[config.mk]
export PLATFORM = sky130hd
export DESIGN_NAME = aurora_tx_ingress_fifo
export DESIGN_NICKNAME = d
export VERILOG_FILES = /design/src/rtl/aurora_tx_ingress_fifo.sv
export SDC_FILE = /design/constraint.sdc
export NUM_CORES = 1
export LEC_CHECK = 0
export ABC_CLOCK_PERIOD_IN_PS = 5500
export CAP_MARGIN = 5
export CORE_MARGIN = 4
export CORE_UTILIZATION = 35
export CTS_CLUSTER_SIZE = 30
export DETAILED_ROUTE_END_ITERATION = 6
export DONT_BUFFER_PORTS = 1
export RECOVER_POWER = 50
export SLEW_MARGIN = 0
export SYNTH_ARGS = -nofsm -noshare
export SYNTH_HDL_FRONTEND = slang
export SYNTH_SLANG_ARGS = --single-unit
[constraint.sdc]
create_clock -name clk -period 5.5 [get_ports clk]
set_input_delay 1.1 -clock clk [delete_from_list [all_inputs] [get_ports clk]]
set_output_delay 1.1 -clock clk [all_outputs]
set_load 0.005 [all_outputs]
[src/rtl/aurora_tx_ingress_fifo.sv]
`default_nettype none
// ============================================================================
// Module      : aurora_tx_ingress_fifo
// Description : AXI-Stream ingress buffer ahead of the Aurora TX data
//               controller. Frames are accepted with tready backpressure into
//               a DEPTH-entry FIFO of {last, data} and replayed on a
//               ready-less axi_valid/axi_last/axi_data port once the link is
//               up. Frames longer than the FIFO are cut through when it fills.
//               A link loss mid-frame flushes the rest of that frame and
//               pulses frame_dropped.
//               Optional macro AURORA_TX_FIFO_STATS_EN adds frames_sent and
//               frames_dropped_cnt counters.
// Revision    : 1.0 - initial release
// ============================================================================
module aurora_tx_ingress_fifo #(
    parameter int DATA_W = 32,
    parameter int DEPTH  = 16
) (
    input  logic                   clk,
    input  logic                   rst,
    input  logic                   s_axis_tvalid,
    output logic                   s_axis_tready,
    input  logic                   s_axis_tlast,
    input  logic [DATA_W-1:0]      s_axis_tdata,
    input  logic                   link_ready,
    input  logic                   pause,
    output logic                   axi_valid,
    output logic                   axi_last,
    output logic [DATA_W-1:0]      axi_data,
    output logic [$clog2(DEPTH):0] level,
`ifdef AURORA_TX_FIFO_STATS_EN
    output logic [15:0]            frames_sent,
    output logic [15:0]            frames_dropped_cnt,
`endif
    output logic                   frame_dropped
);

    localparam int                  c_ADDR_W   = $clog2(DEPTH);
    localparam logic [c_ADDR_W:0]   c_CNT_FULL = (c_ADDR_W + 1)'(DEPTH);
    localparam logic [c_ADDR_W:0]   c_CNT_ONE  = (c_ADDR_W + 1)'(1);
    localparam logic [c_ADDR_W-1:0] c_PTR_ONE  = c_ADDR_W'(1);

    localparam logic [1:0] c_ST_IDLE  = 2'd0;
    localparam logic [1:0] c_ST_SEND  = 2'd1;
    localparam logic [1:0] c_ST_FLUSH = 2'd2;

    logic [DATA_W:0]     r_mem [DEPTH];
    logic [c_ADDR_W-1:0] r_wr_ptr;
    logic [c_ADDR_W-1:0] r_rd_ptr;
    logic [c_ADDR_W:0]   r_count;
    logic [c_ADDR_W:0]   r_frames;
    logic [1:0]          r_state;
    logic                r_axi_valid;
    logic                r_axi_last;
    logic [DATA_W-1:0]   r_axi_data;
    logic                r_frame_dropped;

    logic                w_full;
    logic                w_empty;
    logic                w_push_req;
    logic [DATA_W:0]     w_head;
    logic                w_head_last;
    logic                w_start;
    logic                w_continue;
    logic                w_write;
    logic                w_pop;
    logic                w_out_valid;
    logic                w_drop;
    logic [1:0]          w_next_state;
    logic                w_frame_inc;
    logic                w_frame_dec;

    assign w_full        = (r_count == c_CNT_FULL);
    assign w_empty       = (r_count == '0);
    assign w_push_req    = s_axis_tvalid && !w_full;
    assign w_head        = r_mem[r_rd_ptr];
    assign w_head_last   = w_head[DATA_W];
    // A stored complete frame, or a full FIFO (frame longer than DEPTH), may start
    assign w_start       = link_ready && !pause && ((r_frames != '0) || w_full);
    // Same test after the current frame's last word leaves: another complete frame must remain
    assign w_continue    = link_ready && !pause && ((r_frames > c_CNT_ONE) || w_full);
    assign w_frame_inc   = w_write && s_axis_tlast;
    assign w_frame_dec   = w_pop && w_head_last;

    assign s_axis_tready = !w_full;
    assign level         = r_count;
    assign axi_valid     = r_axi_valid;
    assign axi_last      = r_axi_last;
    assign axi_data      = r_axi_data;
    assign frame_dropped = r_frame_dropped;

    // Next-state, pop/write control and output-word selection
    always_comb begin
        w_next_state = r_state;
        w_write      = w_push_req;
        w_pop        = 1'b0;
        w_out_valid  = 1'b0;
        w_drop       = 1'b0;
        case (r_state)
            c_ST_IDLE: begin
                if (w_start) begin
                    w_next_state = c_ST_SEND;
                end
            end
            c_ST_SEND: begin
                // A last word at the head still goes out even if the link just fell
                if (!w_empty && (link_ready || w_head_last)) begin
                    w_pop       = 1'b1;
                    w_out_valid = 1'b1;
                    if (w_head_last) begin
                        w_next_state = w_continue ? c_ST_SEND : c_ST_IDLE;
                    end
                end else if (!link_ready) begin
                    w_next_state = c_ST_FLUSH;
                end
            end
            c_ST_FLUSH: begin
                if (!w_empty) begin
                    w_pop = 1'b1;
                    if (w_head_last) begin
                        w_drop       = 1'b1;
                        w_next_state = c_ST_IDLE;
                    end
                end else if (w_push_req) begin
                    // Tail of a cut-through frame still arriving: swallow it unstored
                    w_write = 1'b0;
                    if (s_axis_tlast) begin
                        w_drop       = 1'b1;
                        w_next_state = c_ST_IDLE;
                    end
                end
            end
            default: begin
                w_next_state = c_ST_IDLE;
            end
        endcase
    end

    // FIFO storage; contents need no reset since the pointers define validity
    always_ff @(posedge clk) begin
        if (w_write) begin
            r_mem[r_wr_ptr] <= {s_axis_tlast, s_axis_tdata};
        end
    end

    // Pointers, occupancy and stored-frame count
    always_ff @(posedge clk) begin
        if (rst) begin
            r_wr_ptr <= '0;
            r_rd_ptr <= '0;
            r_count  <= '0;
            r_frames <= '0;
        end else begin
            if (w_write) begin
                r_wr_ptr <= r_wr_ptr + c_PTR_ONE;
            end
            if (w_pop) begin
                r_rd_ptr <= r_rd_ptr + c_PTR_ONE;
            end
            case ({w_write, w_pop})
                2'b10:   r_count <= r_count + c_CNT_ONE;
                2'b01:   r_count <= r_count - c_CNT_ONE;
                default: r_count <= r_count;
            endcase
            case ({w_frame_inc, w_frame_dec})
                2'b10:   r_frames <= r_frames + c_CNT_ONE;
                2'b01:   r_frames <= r_frames - c_CNT_ONE;
                default: r_frames <= r_frames;
            endcase
        end
    end

    // State register and registered output port
    always_ff @(posedge clk) begin
        if (rst) begin
            r_state         <= c_ST_IDLE;
            r_axi_valid     <= 1'b0;
            r_axi_last      <= 1'b0;
            r_axi_data      <= '0;
            r_frame_dropped <= 1'b0;
        end else begin
            r_state         <= w_next_state;
            r_axi_valid     <= w_out_valid;
            r_frame_dropped <= w_drop;
            if (w_out_valid) begin
                r_axi_last <= w_head_last;
                r_axi_data <= w_head[DATA_W-1:0];
            end else begin
                r_axi_last <= 1'b0;
            end
        end
    end

`ifdef AURORA_TX_FIFO_STATS_EN
    logic [15:0] r_frames_sent;
    logic [15:0] r_frames_dropped_cnt;

    assign frames_sent        = r_frames_sent;
    assign frames_dropped_cnt = r_frames_dropped_cnt;

    // Wrapping counters of frames delivered and frames aborted
    always_ff @(posedge clk) begin
        if (rst) begin
            r_frames_sent        <= '0;
            r_frames_dropped_cnt <= '0;
        end else begin
            if (w_out_valid && w_head_last) begin
                r_frames_sent <= r_frames_sent + 16'd1;
            end
            if (w_drop) begin
                r_frames_dropped_cnt <= r_frames_dropped_cnt + 16'd1;
            end
        end
    end
`endif

endmodule
`default_nettype wire

Word level (Yosys, flattened, before mapping)
Memory sizes are Yosys's and may differ from the RTL's. A register that Yosys moved wholly into a read port is not among the register bits.
Cells that the tools add are included.

word-level totals
  register bits after elaboration = 55
  latch bits = 0
  bits in writable memories = 528
  bits in read-only memories = 0
  input port bits = 38
  word-level logic and storage cells = 79
  memories kept = 1

cells by class
  $add $sub $neg = 6
  $mul = 0
  divide/modulo/power cells = 0
  $lt $le $gt $ge = 1
  equality and inequality tests = 13
  shift-type cells = 0
  mux-type cells = 26
  bitwise logic cells = 2
  reduce and logical (&&, ||, !) cells = 21

memory list
  memory  words  width  rd ports  clocked after Yosys merged registers in  write ports  RTL line  text
  r_mem   16     33     1         1                                        1            47        logic [DATA_W:0] r_mem [DEPTH];

operators with widths
  operator               number
  $pmux W5 S2            2
  $mux W2                8
  $ne A3 B3 Y1 const B   5
  $mux W1                12
  $add A5 B1 Y5 const B  2
  $sub A5 B1 Y5 const B  2
  $add A4 B1 Y4 const B  2
  $mux W4                2
  $logic_and A1 B1 Y1    7
  $eq A2 B1 Y1 const B   3
  $eq A2 B2 Y1 const B   3
  $pmux W2 S3            1
  $reduce_and A6 Y1      1
  $eq A5 B5 Y1 const B   1
  $gt A5 B1 Y1 const B   1
  $logic_not A5 Y1       1
  $reduce_bool A5 Y1     1
  $reduce_bool A2 Y1     2
  $reduce_or A2 Y1       2
  $logic_not A1 Y1       3
  $logic_or A1 B1 Y1     3
  $logic_not A2 Y1       1
  $ne A2 B2 Y1 const B   1
  $not A1 Y1             2
  $pmux W1 S2            1

Longest topological paths before layout
Gate-level depths: netlist (run 1).

  depth in word-level cells = 8
  depth in mapped cells = 16
  mapped depth without buffers = 15

Worst setup path before layout (run 1)
OpenSTA, ideal clock, no wires.

  path kind = input to register
  start point = in s_axis_tvalid
  end point = mem r_mem[3][0] (netlist bit), enable pin
  arrival = 4030 ps
  required time = 5036 ps
  slack = 1006 ps
  stages = 4
  path buffers = 0
  cell sequence = inv_1 -> nor2_1 -> nand2_1 -> nor3_1

between the ends
  cells in the longest elaborated chain, start to end = 5

ends and longest elaborated chain
  item                             RTL line  text
  start, declared                  21        input logic s_axis_tvalid,
  $logic_and A1 B1 Y1 *            75        assign w_push_req = s_axis_tvalid && !w_full;
  $mux W1                          118       if (!w_empty) begin
  $mux W1 *                        99        case (r_state)
  $mux W1 *                        141       if (w_write) begin
  $mux W1 (not written as such) *  142       r_mem[r_wr_ptr] <= {s_axis_tlast, s_axis_tdata};
  end, declared                    47

Mark *: on every way between the ends. The rest lies on a longest branch, timed or not.

==> impl_summary.txt, run 1 <==
----------------------------------------------------
[Cells and area]
  Area delta synth->final ... 13.65%
  Antenna diode instance count ... 0
  Area of the multi-input gates ... 5373 um2
  Final Net Count ... 1177
  Area used by sequential logic in the layout ... 17050 um2
  Ratio of cells with drive above 1 in the final layout ... 26.15%
  Number of filler cells placed in the layout ... 5595

[Timing]
  Final number of max-transition violations ... 0
  Max Clock Freq ... around 220 MHz
  Hold violation count in the final report ... 0
  Transition time of the tightest slew-check pin ... ~1.1 ns
  Final setup violation count ... 0
  Slew headroom ... 26.58%
  Worst hold slack after final layout ... 0.4740 ns
  Final critical delay including setup and external delays ... 4.616 ns
  Final period utilization ... about 84%
  Fin Clk Skew ... 0.01764 ns
  TNS Setup ... 0 ns
  RSZ-0062 raised after global routing ... false

[GRT]
  Total global-route track usage ... approximately 14%
  Maximum number of pins on one net before global-route repair ... 68
  Via count of the first global-routing pass ... 10.80k
  Met1 track demand over resource in global routing ... 18.75%
  GR Util met3 ... 3.604%
  Initial antenna violation count ... 0
  GR met2 Demand/Resource ... a little under a quarter
  Peak-usage layer in the global routing report ... met2
  Total global routing overflow ... 0
  First-pass GRT wire length ... between 70000 and 80000 um

[Setup path]
  Crit Path Max Fanout ... 28
  Kind of end point of the critical path ... flip-flop
  Data required time of the worst path ... 6.00 ns
  Arrival time reported for the critical path endpoint ... between 5 and 6 ns
  Type of the setup path with the least slack ... reg2reg
  Element type at the critical path start ... flip-flop

[Synthesis]
  Sequential element share of the synthesized area ... 75.35%
  Top cell type by total area after synthesis ... sky130_fd_sc_hd__edfxtp_1
  Ranking of synthesized cells by area ... sky130_fd_sc_hd__edfxtp_1 70%, sky130_fd_sc_hd__mux4_2 16%, sky130_fd_sc_hd__dfxtp_1 5.2%
  Top_reg_cell synth ... sky130_fd_sc_hd__edfxtp_1
  Syn Area/Cell ... 20.70 um2
  Yosys warning count ... 0
  Number of flops mapped to enable cells by yosys ... approximately 530
  Share of Yosys cell area claimed by the top area cell type ... between 70% and 80%
  Number of distinct library cells after synthesis ... 54
  Register bit count reported by yosys ... 587
  Synthesized area ... 22610 um2
  Post-Syn Instances ... ~1.1k
  Proportion of synthesized flip-flops having asynchronous set or reset ... 0%
  Mapped Nets ... 1146

[Clock tree]
  Number of hold buffers added after cts ... 0
  Worst-case clock buffer depth ... 3
  Level count of the clock H-tree ... 2
  Number of post-CTS setup repair buffers ... 0
  Post-cts sizing count ... 0
  Clock Pin Slew Worst Setup and Hold Paths ... 0.06 ns
  Clock latency of the later-clocked register in the worst-skew pair ... 0.62 ns
  Root Driver ... sky130_fd_sc_hd__clkbuf_16
  CTS tree ... done
  Sink count of the clock tree ... 587
  Num CTS Buffers ... 60

[Worst hold path]
  Class of the tightest hold or removal check ... reg2reg

[Route]
  Wirelength per Cell ... 24.06 um
  Via-to-Cell Ratio ... 5.176
  Total detailed-routing wirelength ... 48600 um
  DRC violation total after the first TritonRoute iteration ... just under 900
  Count of unresolved DRC violations after routing ... 0
  Vias ... 10.46k
  Detailed-router iteration count before antenna repair ... 5
  Residual antenna-violating net count after detailed routing ... 0

[Floorplan]
  Die area ... 68730 um2
  Die outline width ... 262.2 um
  Area of the core ... 63540 um2
  Total I/O pin count ... a little under 80
  Initial Util ... roughly 36%
  Number of rows created at floorplan ... 92
  Floorplan die height ... 262.2 um

[Power and ir drop]
  VDD IR max ... 0.0002719 V
  Static Leakage ... roughly 7.7 nW
  Sum of internal, switching and leakage power ... 9.619 mW
  Pwr per Cell Area ... 374.4 nW/um2

[Placed design]
  Count of buffers from port buffering ... 0
  Global placer's final weighted congestion ... 0.7226
  DPL Wire Length ... 27220 um

[Flow run]
  Max cap viols ... 0

[Run status]
  Result of the run ... complete, no violations

----------------------------------------------------
-- cells in the mapped netlist, drive strengths merged, types with 8 or more instances --
cell	n
ha	16
dfxtp	59
nand2	77
mux2i	8
clkbuf	33
edfxtp	528
mux4	162
a21oi	43
nor3	8
buf	24
inv	14
nor2	43
-- routing by layer --
layer,routed length (um),vias up
met1,20660,5611
met2,24180,228
li1,-,4550
met3,2803,66
met5,0,-
met4,954,0
-- report_power, final --
part / total [mW] / switching [mW] / internal [mW]
Clock: 4.02 / 1.70 / 2.32
Combinational: 0.557 / 0.316 / 0.240
Sequential: 5.04 / 0.0645 / 4.98
Total: 9.62 / 2.09 / 7.53
-- worst paths after layout --
check	from	end	slack [ns]	depth (start not counted)
max	flip-flop	level[4]$_SDFFE_PP0P_	0.88	13
min	axi_data[6]$_SDFFE_PP0P_	axi_data[6]$_SDFFE_PP0P_	0.47	2
max reg2reg	flip-flop	level[4]$_SDFFE_PP0P_	0.88	13
min reg2reg	axi_data[6]$_SDFFE_PP0P_	axi_data[6]$_SDFFE_PP0P_	0.47	2
-- area by class of cell --
class / count / share of cell area [%]
Clock buffer: 75 / 6.101
Clock inverter: 38 / 1.505
Inverter: 14 / 0.2045
Multi-Input combinational cell: 434 / 20.91
Sequential cell: 587 / 66.35
Tap cell: 846 / 4.120
Timing Repair Buffer: 26 / 0.8083
-- cells by family (layout without fill, tap and decap cells) --
group,Yosys count,in the layout,synth area share (%)
adder cells (fa/ha/maj),16,16,0.8854
AO/OA/AOI/OAI,75,75,2.275
buffers and inverters,71,153,1.323
XOR/XNOR,11,11,0.4261
multiplexers,171,171,16.54
flip-flops,587,587,75.35
AND/OR/NAND/NOR,161,161,3.199
-- state kept, by name (all words and copies together), names as in the netlist, named ones only --
register / cells
axi_data: 32
axi_last: 1
axi_valid: 1
frame_dropped: 1
level: 5
r_frames: 5
r_mem: 528
r_rd_ptr: 4
r_state: 2
r_wr_ptr: 4
-- through the flow --
stage / setup WS (ns) / std cells / area, um2 / util, %
after CTS: 1.227 / 2020 / 25720 / 40.48
after floorplan: 1.006 / 1092 / 22610 / -
final: 0.8842 / 2020 / 25690 / 40.44
after global routing: 0.5764 / 2020 / 25690 / 40.44
after detailed placement: 1.263 / 1907 / 23760 / 37.40
after global placement: 1.310 / 1907 / 23760 / 37.40
-- critical path: stages (launching register included) --
cell and delay (ns):
sky130_fd_sc_hd__dfxtp_4 0.62, sky130_fd_sc_hd__mux4_2 0.57, sky130_fd_sc_hd__a22o_1 0.26, sky130_fd_sc_hd__o41ai_1 0.79, sky130_fd_sc_hd__a21o_2 0.29, sky130_fd_sc_hd__inv_2 0.07, sky130_fd_sc_hd__ha_1 0.33, sky130_fd_sc_hd__xor2_1 0.20
sky130_fd_sc_hd__ha_1 0.29, sky130_fd_sc_hd__a21boi_0 0.20, sky130_fd_sc_hd__a311oi_1 0.07, sky130_fd_sc_hd__a211o_1 0.31, sky130_fd_sc_hd__mux2i_1 0.18, sky130_fd_sc_hd__mux2_1 0.33
-- cells in the final DEF, fill, tap and decap left out, types with 4 or more instances in the layout --
cell type                   count
sky130_fd_sc_hd__xor2_1         6
sky130_fd_sc_hd__nor3_2         4
sky130_fd_sc_hd__nand3b_1       4
sky130_fd_sc_hd__clkinv_1       9
sky130_fd_sc_hd__mux2i_1        8
sky130_fd_sc_hd__edfxtp_1     528
sky130_fd_sc_hd__o21ai_0        5
sky130_fd_sc_hd__buf_4         25
sky130_fd_sc_hd__nand2_1       77
sky130_fd_sc_hd__a21oi_1       42
sky130_fd_sc_hd__ha_1          16
sky130_fd_sc_hd__nand3_1        4
sky130_fd_sc_hd__clkbuf_16     60
sky130_fd_sc_hd__bufinv_16      6
sky130_fd_sc_hd__xnor2_1        5
sky130_fd_sc_hd__inv_6          5
sky130_fd_sc_hd__clkinv_2      13
sky130_fd_sc_hd__nor3_1         4
sky130_fd_sc_hd__inv_1         13
sky130_fd_sc_hd__mux4_2       162
sky130_fd_sc_hd__nor2_4        12
sky130_fd_sc_hd__nand2b_1       7
sky130_fd_sc_hd__a211oi_1       4
sky130_fd_sc_hd__dfxtp_1       55
sky130_fd_sc_hd__nor2_1        31
sky130_fd_sc_hd__clkbuf_1      14
Power figures use the tool's default switching activity.
==> inputs of run 2 (changes only) <==
--- a/config.mk
+++ b/config.mk
@@ -5,7 +5,7 @@
 export SDC_FILE = /design/constraint.sdc
 export NUM_CORES = 1
 export LEC_CHECK = 0
-export ABC_CLOCK_PERIOD_IN_PS = 5500
+export ABC_CLOCK_PERIOD_IN_PS = 4400
 export CAP_MARGIN = 5
 export CORE_MARGIN = 4
 export CORE_UTILIZATION = 35
==> constraint.sdc (replaced) <==
create_clock -name clk -period 4.4 [get_ports clk]
set_input_delay 0.88 -clock clk [delete_from_list [all_inputs] [get_ports clk]]
set_output_delay 0.88 -clock clk [all_outputs]
set_load 0.005 [all_outputs]
==> impl_summary.txt, run 2 (synthesized netlist as in run 1, its figures left out) <==
----------------------------------------------------
[Clock tree]
  Clock latency of the later-clocked register in the worst-skew pair ... 0.61 ns (about the same)
  Sink count of the clock tree ... 587 (unchanged)
  Clock Pin Slew Worst Setup and Hold Paths ... 0.06 ns (about the same)
  Number of post-CTS setup repair buffers ... 0 (unchanged)
  Worst-case clock buffer depth ... 3 (unchanged)
  CTS tree ... done
  Post-cts sizing count ... 0 (unchanged)
  Level count of the clock H-tree ... 2 (unchanged)
  Root Driver ... sky130_fd_sc_hd__clkbuf_16
  Number of hold buffers added after cts ... 0 (unchanged)
  Num CTS Buffers ... 56 (-6.7%)

[Timing]
  Final setup violation count ... 0 (unchanged)
  RSZ-0062 raised after global routing ... false
  Final critical delay including setup and external delays ... 3.991 ns (-0.6244 ns)
  Hold violation count in the final report ... 0 (unchanged)
  Final number of max-transition violations ... 0 (unchanged)
  Final period utilization ... 90.71% (+6.8 points)
  Slew headroom ... 36.19% (+9.6 points)
  TNS Setup ... 0 ns (unchanged)
  Transition time of the tightest slew-check pin ... 0.9571 ns (-0.1382 ns)
  Fin Clk Skew ... 0.02170 ns (+0.004063 ns)
  Max Clock Freq ... 250.5 MHz (+16%)

[GRT]
  Total global routing overflow ... 0 (unchanged)
  First-pass GRT wire length ... 73930 um (+2.8%)
  Maximum number of pins on one net before global-route repair ... 68 (unchanged)
  Initial antenna violation count ... 0 (unchanged)
  Via count of the first global-routing pass ... 11.10k (+2.8%)
  Total global-route track usage ... 14.59% (+0.41 points)

[Power and ir drop]
  VDD IR max ... 0.0003129 V (+15%)
  Pwr per Cell Area ... 453.9 nW/um2 (+21%)
  Sum of internal, switching and leakage power ... 11.63 mW (+21%)
  Static Leakage ... 7.662 nW (-0.21%)

[Setup path]
  Element type at the critical path start ... flip-flop
  Crit Path Max Fanout ... 14 (-50%)
  Kind of end point of the critical path ... flip-flop
  Critical R2R Capture ... level[4]$_SDFFE_PP0P_
  CP Capture Point ... level[4]$_SDFFE_PP0P_
  Critical path's largest stage delay ... 0.51 ns (-0.28 ns)
  Critical-path top delay cell ... sky130_fd_sc_hd__mux4_2
  Arrival time reported for the critical path endpoint ... 4.48 ns (-0.64 ns)
  Cell seen most often among critical-path stages ... sky130_fd_sc_hd__ha_1
  Type of the setup path with the least slack ... reg2reg
  Data required time of the worst path ... 4.89 ns (-1.11 ns)
  Reg2reg path depth ... 13 (unchanged)
  Internal reg-to-reg setup slack ... 0.41 ns (-0.48 ns)
  Cell Chain, Critical Path ... mux4_2 > a22o_1 > o41ai_4 > a21o_2 > inv_2 > ha_1 > xor2_1 > ha_1 > a21boi_0 > a311oi_1 > a211o_1 > mux2i_1 > mux2_1

[Placed design]
  Count of buffers from port buffering ... 0 (unchanged)
  DPL Wire Length ... 27510 um (+1.1%)
  Number of placed instances with taps included ... 1920 (+0.68%)
  Global placer's final weighted congestion ... 0.7293 (+0.93%)

[Route]
  Via-to-Cell Ratio ... 5.167 (-0.16%)
  DRC violation total after the first TritonRoute iteration ... 855 (-1.6%)
  Residual antenna-violating net count after detailed routing ... 0 (unchanged)
  Vias ... 10.46k (+0.086%)
  Count of unresolved DRC violations after routing ... 0 (unchanged)
  Detailed-router iteration count before antenna repair ... 5 (unchanged)
  Wirelength per Cell ... 24.42 um (+1.5%)
  Total detailed-routing wirelength ... 49450 um (+1.7%)

[Floorplan]
  Die area ... 68730 um2 (unchanged)
  Initial Util ... 35.58% (unchanged)
  Number of rows created at floorplan ... 92 (unchanged)
  Die outline width ... 262.2 um (unchanged)
  Floorplan die height ... 262.2 um (unchanged)
  Total I/O pin count ... 79 (unchanged)
  Area of the core ... 63540 um2 (unchanged)

[Cells and area]
  Flip-flop count of the largest register, all copies and words added ... 528 (unchanged)
  Most frequent standard cell in the layout excluding fill and tap cells ... sky130_fd_sc_hd__edfxtp_1
  Area delta synth->final ... 13.30%
  Ratio of cells with drive above 1 in the final layout ... 26.97% (+0.82 points)
  Number of non-filler instances in the completed layout ... 2025 (+0.25%)
  Final Net Count ... 1186 (+0.76%)
  Most frequent cells in the layout ... 528 x sky130_fd_sc_hd__edfxtp_1, 162 x sky130_fd_sc_hd__mux4_2, 77 x sky130_fd_sc_hd__nand2_1, 56 x sky130_fd_sc_hd__clkbuf_16, 55 x sky130_fd_sc_hd__dfxtp_1
  Largest register by flop count ... r_mem
  Antenna diode instance count ... 0 (unchanged)

[Run status]
  Result of the run ... complete, no violations

[Flow run]
  Max cap viols ... 0 (unchanged)

[Worst hold path]
  Class of the tightest hold or removal check ... in2reg

----------------------------------------------------
-- run 2: how the worst min path moves through the flow --
stage,from,end,depth (start not counted)
final,rst,r_frames[2]$_SDFFE_PP0P_,1
after global routing,rst,axi_data[6]$_SDFFE_PP0P_,1
after CTS,rst,axi_data[6]$_SDFFE_PP0P_,1
after detailed placement,axi_data[19]$_SDFFE_PP0P_,axi_data[19]$_SDFFE_PP0P_,2
after global placement,axi_data[7]$_SDFFE_PP0P_,axi_data[7]$_SDFFE_PP0P_,2
after floorplan,axi_data[0]$_SDFFE_PP0P_,axi_data[0]$_SDFFE_PP0P_,2
-- run 2: cell type report --
type | count | area, um2
sequential | 587 | 17050
timing repair buffer | 39 | 314.1
inverter | 14 | 52.55
clock buffer | 74 | 1549
multi-input combinational | 434 | 5376
tap | 846 | 1059
clock inverter | 31 | 216.5
fill | 5602 | 37930
-- run 2: power breakdown --
part | switching [mW] | internal (mW) | leakage [nW]
combinational | 0.411 | 0.317 | 1.55
clock | 2.05 | 2.55 | 0.865
sequential | 0.0847 | 6.22 | 5.25
-- run 2: metrics by stage --
stage               utilization [%]  worst slack, ns  hold WS (ns)  area, um2
global route                  40.31           0.1901        0.3122      25620
finish                        40.31           0.4086        0.3477      25620
floorplan                         -           0.1262        0.4527      22610
global placement              37.57           0.5079        0.4686      23870
CTS                           40.35           0.4040        0.2991      25640
detailed placement            37.57           0.4552        0.4715      23870
-- run 2: critical path, delay by kind of cell (launching register included) --
family | cells | cell delay [ns]
fa+ha+maj | 2 | 0.62
xor+xnor | 1 | 0.20
buf+inv | 1 | 0.07
mux | 3 | 1.00
flops | 1 | 0.39
compound gates | 6 | 1.59
-- run 2: routing by layer --
layer | GRT usage (%) | part of all wire (%) | up-vias
li1 | - | - | 4562
met1 | 19.45 | 43 | 5601
met2 | 23.88 | 48 | 242
met3 | 4.009 | 7.4 | 59
met4 | 3.850 | 2.0 | 0
met5 | 0 | 0 | -
